==> src/rtl/wb_pkg.sv <==
// Shared types for the Wishbone masters: response codes and the
// bridge state encoding.
package wb_pkg;

  typedef enum logic [1:0] {
    ST_IDLE    = 2'd0,
    ST_ACTIVE  = 2'd1,
    ST_BACKOFF = 2'd2,
    ST_DONE    = 2'd3
  } wb_state_e;

  localparam logic [1:0] RESP_ACK = 2'b00;
  localparam logic [1:0] RESP_ERR = 2'b01;
  localparam logic [1:0] RESP_TMO = 2'b10;
  localparam logic [1:0] RESP_RTY = 2'b11;

endpackage

==> src/rtl/wb_tmo_cnt.sv <==
// Loadable down-counter with a zero flag; holds at zero. Used to bound
// how long a Wishbone strobe may stay high.
module wb_tmo_cnt #(
  parameter int W = 4
) (
  input  logic         clk,
  input  logic         rst_n,
  input  logic         load,
  input  logic         dec,
  input  logic [W-1:0] load_val,
  output logic         zero
);

  logic [W-1:0] cnt_q, cnt_d;

  always_comb begin
    cnt_d = cnt_q;
    if (load) begin
      cnt_d = load_val;
    end else if (dec && (cnt_q != '0)) begin
      cnt_d = cnt_q - 1'b1;
    end
  end

  always_ff @(posedge clk) begin
    if (!rst_n) begin
      cnt_q <= '0;
    end else begin
      cnt_q <= cnt_d;
    end
  end

  assign zero = (cnt_q == '0);

endmodule

==> src/rtl/wb_master_p.sv <==
// Wishbone classic master bridge: turns one CPU access into one Wishbone
// cycle with timeout, error and bounded-retry termination.
module wb_master_p
  import wb_pkg::*;
#(
  parameter int              DW        = 8,
  parameter int              AW        = 8,
  parameter int              TIMEOUT   = 16,
  parameter int              MAX_RETRY = 2,
  parameter logic [DW-1:0]   FILL      = {DW/8{8'h55}}
) (
  input  logic            clk,
  input  logic            rst_n,
  input  logic            cs,
  input  logic            we,
  input  logic [AW-1:0]   addr,
  input  logic [DW-1:0]   din,
  input  logic [DW/8-1:0] sel,
  output logic [DW-1:0]   dout,
  output logic            rdy,
  output logic [1:0]      resp,
  output logic            wb_cyc_o,
  output logic            wb_stb_o,
  output logic            wb_we_o,
  output logic [AW-1:0]   wb_adr_o,
  output logic [DW-1:0]   wb_dat_o,
  output logic [DW/8-1:0] wb_sel_o,
  input  logic            wb_ack_i,
  input  logic            wb_err_i,
  input  logic            wb_rty_i,
  input  logic [DW-1:0]   wb_dat_i
);

  localparam int CW = $clog2(TIMEOUT);
  localparam int RW = (MAX_RETRY < 1) ? 1 : $clog2(MAX_RETRY + 1);
  localparam logic [CW-1:0] CNT_LOAD  = CW'(TIMEOUT - 1);
  localparam logic [RW-1:0] RETRY_MAX = RW'(MAX_RETRY);

  wb_state_e       state_q, state_d;
  logic            cyc_q, cyc_d, stb_q, stb_d, we_q, we_d;
  logic [AW-1:0]   adr_q, adr_d;
  logic [DW-1:0]   dat_q, dat_d, dout_q, dout_d;
  logic [DW/8-1:0] sel_q, sel_d;
  logic [1:0]      resp_q, resp_d;
  logic [RW-1:0]   retry_q, retry_d;
  logic            rdy_q, rdy_d;
  logic            cnt_load, cnt_dec, cnt_zero;
  logic            fin;
  logic [1:0]      fin_resp;

  wb_tmo_cnt #(.W(CW)) u_tmo (
    .clk      (clk),
    .rst_n    (rst_n),
    .load     (cnt_load),
    .dec      (cnt_dec),
    .load_val (CNT_LOAD),
    .zero     (cnt_zero)
  );

  always_comb begin
    state_d  = state_q;
    cyc_d    = cyc_q;
    stb_d    = stb_q;
    we_d     = we_q;
    adr_d    = adr_q;
    dat_d    = dat_q;
    sel_d    = sel_q;
    dout_d   = dout_q;
    resp_d   = resp_q;
    retry_d  = retry_q;
    rdy_d    = 1'b0;
    cnt_load = 1'b0;
    cnt_dec  = 1'b0;
    fin      = 1'b0;
    fin_resp = RESP_ACK;
    unique case (state_q)
      ST_IDLE: begin
        if (cs) begin
          state_d  = ST_ACTIVE;
          cyc_d    = 1'b1;
          stb_d    = 1'b1;
          we_d     = we;
          adr_d    = addr;
          sel_d    = sel;
          if (we) dat_d = din;
          cnt_load = 1'b1;
          retry_d  = '0;
        end
      end
      ST_ACTIVE: begin
        // Termination priority: ack > err > rty > timeout.
        if (wb_ack_i) begin
          fin = 1'b1; fin_resp = RESP_ACK;
        end else if (wb_err_i) begin
          fin = 1'b1; fin_resp = RESP_ERR;
        end else if (wb_rty_i && (retry_q < RETRY_MAX)) begin
          state_d = ST_BACKOFF;
          stb_d   = 1'b0;
          retry_d = retry_q + 1'b1;
        end else if (wb_rty_i) begin
          fin = 1'b1; fin_resp = RESP_RTY;
        end else if (cnt_zero) begin
          fin = 1'b1; fin_resp = RESP_TMO;
        end else begin
          cnt_dec = 1'b1;
        end
        if (fin) begin
          state_d = ST_DONE;
          cyc_d   = 1'b0;
          stb_d   = 1'b0;
          rdy_d   = 1'b1;
          resp_d  = fin_resp;
          if (!we_q) dout_d = (fin_resp == RESP_ACK) ? wb_dat_i : FILL;
        end
      end
      ST_BACKOFF: begin
        state_d  = ST_ACTIVE;
        stb_d    = 1'b1;
        cnt_load = 1'b1;
      end
      ST_DONE: begin
        state_d = ST_IDLE;
      end
      default: begin
        state_d = ST_IDLE;
      end
    endcase
  end

  always_ff @(posedge clk) begin
    if (!rst_n) begin
      state_q <= ST_IDLE;
      cyc_q   <= 1'b0;
      stb_q   <= 1'b0;
      we_q    <= 1'b0;
      adr_q   <= '0;
      dat_q   <= '0;
      sel_q   <= '0;
      dout_q  <= FILL;
      resp_q  <= RESP_ACK;
      retry_q <= '0;
      rdy_q   <= 1'b0;
    end else begin
      state_q <= state_d;
      cyc_q   <= cyc_d;
      stb_q   <= stb_d;
      we_q    <= we_d;
      adr_q   <= adr_d;
      dat_q   <= dat_d;
      sel_q   <= sel_d;
      dout_q  <= dout_d;
      resp_q  <= resp_d;
      retry_q <= retry_d;
      rdy_q   <= rdy_d;
    end
  end

  assign wb_cyc_o = cyc_q;
  assign wb_stb_o = stb_q;
  assign wb_we_o  = we_q;
  assign wb_adr_o = adr_q;
  assign wb_dat_o = dat_q;
  assign wb_sel_o = sel_q;
  assign dout     = dout_q;
  assign resp     = resp_q;
  assign rdy      = rdy_q;

endmodule

==> config.mk <==
export PLATFORM = sky130hd
export DESIGN_NAME = wb_master_p
export DESIGN_NICKNAME = d
export VERILOG_FILES = /design/src/rtl/wb_pkg.sv /design/src/rtl/wb_tmo_cnt.sv /design/src/rtl/wb_master_p.sv
export SDC_FILE = /design/constraint.sdc
export NUM_CORES = 1
export LEC_CHECK = 0
export BUFFER_PORTS_ARGS = -buffer_cell sky130_fd_sc_hd__buf_2
export CORE_MARGIN = 2
export CORE_UTILIZATION = 30
export DETAILED_ROUTE_END_ITERATION = 7
export SETUP_SLACK_MARGIN = 0.2
export SYNTH_ARGS = -nofsm -noshare
export SYNTH_HDL_FRONTEND = slang
export SYNTH_HIERARCHICAL = 1
export SYNTH_SLANG_ARGS = --single-unit
==> constraint.sdc <==
create_clock -name clk -period 2.7 [get_ports clk]
set_input_delay 0.27 -clock clk [delete_from_list [all_inputs] [get_ports clk]]
set_output_delay 0.27 -clock clk [all_outputs]
set_load 0.02 [all_outputs]
# Word-level counts from Yosys, hierarchy flattened
# Cells that the tools add are included.
# classes
add_sub_neg,2
magnitude_cmp,1
eq_ne,11
n_mux,43
n_bitwise,1
n_reduce_logical,18
# op_table
cell,count
two-way mux 2 bit,15
two-way mux 1 bit,20
inequality test 2 bit (second input constant),5
AND reduction 5 bit,2
inequality test 3 bit (second input constant),3
AND reduction 3 bit,3
two-way mux 4 bit,2
two-way mux 8 bit,1
case mux 2 bit (4 select lines),1
AND reduction 2 bit,3
equality test 2 bit (second input constant),2
zero test 2 bit,2
zero test 4 bit,1
case mux 1 bit (2 select lines),2
case mux 2 bit (2 select lines),1
AND reduction 4 bit,1
nonzero test 2 bit,2
nonzero test 4 bit,1
subtractor 4 x 1 -> 4 bit (second input constant),1
case mux 1 bit (3 select lines),1
nonzero test 3 bit,1
adder 2 x 1 -> 2 bit (second input constant),1
equality test 2 x 1 -> 1 bit (second input constant),1
logical AND 1 bit,2
other kinds (2),2
# word_totals
regBits,39
in_bits,32
out_inout_bits,31
wordCells,88

# Depth between registers and ports, before layout
# logic_depth
word_depth,10
depth_mapped,9
ltp_nobuf,9

# By module
# The synthesis kept the hierarchy.
# by_module_without_submodules
module,n_inst,cells_per_inst,area_per_inst_um2,seq_area_each_um2
wb_master_p,1,151,1397.6,700.7
wb_tmo_cnt,1,31,256.5,80.1

# Least setup slack after synthesis
# No wires, ideal clock.
# synth_path
path_kind,flip-flop to flip-flop
from,reg u_tmo.cnt_q[0]
to,reg u_tmo.cnt_q[3]
setup_time_ps,124
t_arrival_ps,2038
t_required_ps,2576
path_slack_ps,538
path_stages_with_launch,10
path_buffers,0
period_less_slack_ps,2162
cell_sequence,dfxtp_1 > inv_1 > ha_1 > or3b_4 > clkinv_2 > nor4_1 > and2_1 > nor4b_2 > mux2i_1 > a21oi_1
# synth_via
elab_chain_cells,9
elab_cells_between_ends,13
classes_between,add/sub: 1; mux: 8; reduce/logical: 4
# synth_rtl
item,line_no,text
"start, declared",wb_tmo_cnt.sv:14,"logic [W-1:0] cnt_q, cnt_d;"
"start signal, assigned",wb_tmo_cnt.sv:29,cnt_q <= cnt_d;
zero test 4 bit,wb_tmo_cnt.sv:33,assign zero = (cnt_q == '0);
named net cnt_zero,wb_master_p.sv:47,"logic cnt_load, cnt_dec, cnt_zero;"
two-way mux 1 bit,wb_master_p.sv:102,end else if (cnt_zero) begin
two-way mux 1 bit,wb_master_p.sv:100,end else if (wb_rty_i) begin
two-way mux 1 bit,wb_master_p.sv:96,end else if (wb_rty_i && (retry_q < RETRY_MAX)) begin
two-way mux 1 bit,wb_master_p.sv:94,end else if (wb_err_i) begin
two-way mux 1 bit,wb_master_p.sv:92,if (wb_ack_i) begin
two-way mux 1 bit,wb_master_p.sv:76,unique case (state_q)
named net cnt_dec,wb_master_p.sv:47,
logical AND 1 bit,wb_tmo_cnt.sv:20,end else if (dec && (cnt_q != '0)) begin
nonzero test 2 bit (no line),--,
# The timed path passes the listed nets, and every way through them passes these cells. The select of a mux whose other input is x is not followed.
# A chain may end at the register's enable or synchronous reset.

# Final worst setup path
# Same ends and word-level chain as after synthesis.

==> run_results.csv <==
group,metric,value,unit
clock_tree,cts-root-buf,"sky130_fd_sc_hd__clkbuf_8",
min_path,min_from,"wb_dat_i[6]",
logic_synthesis,synth-adder-area-share,0.756,%
floorplanning,initial_core_utilization,30.6,%
clock_tree,total_of_cells_resized_after_clock_tree_synthesis,0,
logic_synthesis,synth_cell_types,45,
clock_tree,worstSkewPairLatency,0.28,ns
clock_tree,cts_hold_fix_bufs,0,
logic_synthesis,synthesis.area_per_instance,9.09,sq um
logic_synthesis,mappedNetlistArea,0.00165,sq mm
global_route,number_of_global_route_vias_before_repair,1350,
logic_synthesis,synth-edff-count,0,
logic_synthesis,sequential_area_share_after_synthesis,47.2,%
sta,transition_time_at_the_pin_with_the_least_slew_margin,0.629,ns
clock_tree,setup_buffers_after_cts,0,
drt,vias_per_cell,4.49,
logic_synthesis,synth_top_family_by_area,"simple AND/OR/NAND/NOR gates",
min_path,worst_hold_path.num_cells,2,
setup_path,critical_path_peak_fanout,6,
sta,setup-violations-final,0,
logic_synthesis,synth_simple_gate_area_share,25.3,%
global_route,grt_first_pass_wirelength,6200,microns
layout,combined_area_of_the_multi_input_logic_cells,807,sq um
setup_path,worstSetupPathType,"flop to flop",
drt,dr.first_iter.drc_count,32,
floorplanning,ioPinCount,63,
clock_tree,clock_tree.buffer_depth,2,
logic_synthesis,synth-seq-cells,39,
logic_synthesis,synthMuxAreaShare,2.50,%
logic_synthesis,synth_top_cells_by_area,"sky130_fd_sc_hd__dfxtp_1 47%, sky130_fd_sc_hd__nand2_1 8.6%, sky130_fd_sc_hd__a21oi_1 7.3%, sky130_fd_sc_hd__nor2_1 3.0%, sky130_fd_sc_hd__a22o_1 2.1%",
sta,period_share,84.5,%
floorplanning,die_width,78.3,microns
sta,hold_violations,0,
drt,maxUsedRoutingLayer,"met4",
sta,timing.fmax,0.438,GHz
logic_synthesis,synth_top_area_share,47.2,%
sta,final.min_clock_period,2.28,ns
min_path,hold_end,"dout[6]",
sta,relSlewSlack,57.9,%
drt,drt-wirelength-per-cell,11.8,microns
setup_path,regToRegSetupSlack,0.42,ns
placed_design,post-dp-hpwl,2700,microns
setup_path,r2r_start,"u_tmo/cnt_q[0]",
sta,report.final.slew_viol_count,0,
job,max_cap_viol_count,0,
setup_path,r2r.worst_path.cells,9,
logic_synthesis,synth-async-reset-ratio,0,%
sta,worst_clock_skew,0.00525,ns
logic_synthesis,yosys_synthesis_warning_count,6,
setup_path,reg2reg_to,"u_tmo/cnt_q[3]",
drt,drc_markers,0,
logic_synthesis,yosys_most_used_dff,"sky130_fd_sc_hd__dfxtp_1",
setup_path,critical_path.slowest_cell,"sky130_fd_sc_hd__dfxtp_1",
clock_tree,clk_pin_slew_worst_paths,0.07,ns
power,cellLeakagePower,0.934,nW
layout,final_nets,281,
global_route,grt_max_degree,21,
clock_tree,cts_tree,"done",
logic_synthesis,synth-compound-area-share,18.8,%
setup_path,cp-end-kind,"flop",
floorplanning,fp-row-count,27,
sta,fin_worst_hold_slack,0.188,ns
drt,firstDrtPassIters,4,
min_path,timing.hold.worst.class,"input pin to flop",
global_route,grt_antenna_before_repair,0,
clock_tree,tritoncts_buffer_count,5,
drt,met2WireLength,1650,microns
clock_tree,htree_num_levels,2,
drt,drtAntennaViolNets,0,
layout,fill_cells,597,
status,status,"completed",
logic_synthesis,syn_inst,182,
power,vdd_drop_max,340,uV
setup_path,worstSetupStartpointType,"flop",
drt,vias,1442,
layout,syn2layout_area_growth,27.7,%
logic_synthesis,largest_area_contributor_in_the_netlist,"sky130_fd_sc_hd__dfxtp_1",
layout,fraction_of_layout_instances_using_a_drive_strength_above_1,34.5,%
setup_path,critPathRequiredTime,2.87,ns
floorplanning,die-area,0.00612,sq mm
setup_path,crit_path_cell_trace,"inv_1, ha_1, or3b_4, clkinv_2, nor4_2, and2_2, nor4b_2, mux2i_1, a21oi_1",
layout,num_antenna_cells,0,
floorplanning,die_h,78.3,microns
clock_tree,cts_sinks,39,
logic_synthesis,synth_xor_xnor_area_share,0,%
global_route,globalRouteTotalUtil,12.9,%
power,power-per-cell-area,591,mW/mm^2
placed_design,gp_congestion,0.752,
setup_path,timing.critical_path.arrival,2.45,ns
drt,met1Wirelength,1880,microns
drt,wl_met3,207,microns
sta,setup-tns-final,0,ns
sta,grt_setup_unrepaired,"no",
global_route,globalRoute.totalOverflow,0,
drt,wl,3780,microns
placed_design,io_buffer_count,62,
floorplanning,core,0.00541,sq mm
layout,area.sequential,781,sq um
setup_path,max_stage_delay,0.38,ns
power breakdown:
group,total (mW),switching (mW),leakage (nW),internal (mW)
Combinational,0.237,0.140,0.573,0.0971
Clock,0.370,0.189,0.0422,0.181
Sequential,0.642,0.0293,0.319,0.613
Total,1.25,0.358,0.934,0.891
critical path, delay by kind of cell, from the launching register on:
family          cells  cell delay, ns
compound gates      1            0.07
fa+ha+maj           1            0.24
buf+inv             2            0.18
flops               1            0.38
mux                 1            0.21
simple gates        4            1.07
cell type report:
| class | instances | share of cell area, % |
|---|---|---|
| Clock buffer | 7 | 3.61 |
| Clock inverter | 1 | 0.237 |
| Inverter | 7 | 1.30 |
| Multi-Input combinational cell | 131 | 38.2 |
| Sequential cell | 39 | 37.0 |
| Tap cell | 72 | 4.27 |
| Timing Repair Buffer | 64 | 15.4 |
registers in the layout (all words and copies together), names as in the netlist:
name and count:
wb_adr_o 8, u_tmo/cnt_q 4, dout 8, wb_cyc_o 1, wb_dat_o 8, wb_sel_o 1, retry_q 2, wb_we_o 1
resp 2, rdy 1, state_q 2, wb_stb_o 1
how the worst max path moves through the flow:
stage,from,to,slack [ns],cells after the start
6_report,u_tmo/cnt_q[0],u_tmo/cnt_q[3],0.42,9
5_1_grt,u_tmo/cnt_q[0],u_tmo/cnt_q[3],0.22,9
4_1_cts,u_tmo/cnt_q[0],u_tmo/cnt_q[3],0.26,9
3_5_place_dp,u_tmo/cnt_q[0],u_tmo/cnt_q[3],0.29,9
3_3_place_gp,u_tmo/cnt_q[0],u_tmo/cnt_q[3],0.38,9
2_1_floorplan,u_tmo/cnt_q[0],u_tmo/cnt_q[3],0.54,9
cell usage in the layout, fill, tap and decap left out, types with 3 or more instances in the layout:
| master | instances |
|---|---|
| sky130_fd_sc_hd__buf_2 | 62 |
| sky130_fd_sc_hd__or3b_4 | 3 |
| sky130_fd_sc_hd__a21oi_1 | 24 |
| sky130_fd_sc_hd__dfxtp_1 | 39 |
| sky130_fd_sc_hd__o21ai_0 | 4 |
| sky130_fd_sc_hd__o22a_1 | 4 |
| sky130_fd_sc_hd__clkbuf_8 | 5 |
| sky130_fd_sc_hd__nor2_1 | 13 |
| sky130_fd_sc_hd__mux2i_1 | 3 |
| sky130_fd_sc_hd__nand2_1 | 38 |
| sky130_fd_sc_hd__nand3_1 | 4 |
| sky130_fd_sc_hd__conb_1 | 4 |
| sky130_fd_sc_hd__inv_1 | 6 |
| sky130_fd_sc_hd__a22o_1 | 4 |
through the flow:
step                cells  setup slack (ns)  total power, mW  area, sq um  util, %
floorplan             185             0.538            0.816         1670        -
global placement      313             0.377            0.890         2020     37.4
detailed placement    313             0.285            0.893         2020     37.4
CTS                   321             0.262             1.27         2100     38.9
global route          321             0.222             1.32         2110     39.1
finish                321             0.418             1.25         2110     39.1
cells by family after synthesis:
kind of cell               count (synthesis)
AOI/OAI and AO/OA                         46
muxes                                      4
DFF                                       39
buffers and inverters                     15
and+or+nand+nor                           76
adders and majority gates                  1
other                                      1
routing by layer:
metal  vias up  global-route usage, %
met2        43                   19.7
met4         0                   5.79
met5         -                      0
met1       631                   17.1
li1        764                      -
met3         4                   3.68
cells in the mapped netlist, types with 2 or more instances:
cell                       number
sky130_fd_sc_hd__a21oi_1       24
sky130_fd_sc_hd__a22o_1         4
sky130_fd_sc_hd__buf_6          3
sky130_fd_sc_hd__clkbuf_1       3
sky130_fd_sc_hd__dfxtp_1       39
sky130_fd_sc_hd__inv_1          6
sky130_fd_sc_hd__mux2i_1        3
sky130_fd_sc_hd__nand2_1       38
sky130_fd_sc_hd__nand3_1        4
sky130_fd_sc_hd__nor2_1        13
sky130_fd_sc_hd__nor3b_2        2
sky130_fd_sc_hd__nor4b_2        2
sky130_fd_sc_hd__o21ai_0        4
sky130_fd_sc_hd__o22a_1         4
sky130_fd_sc_hd__or3b_4         3
No activity file was read; power rests on OpenSTA's default activity.
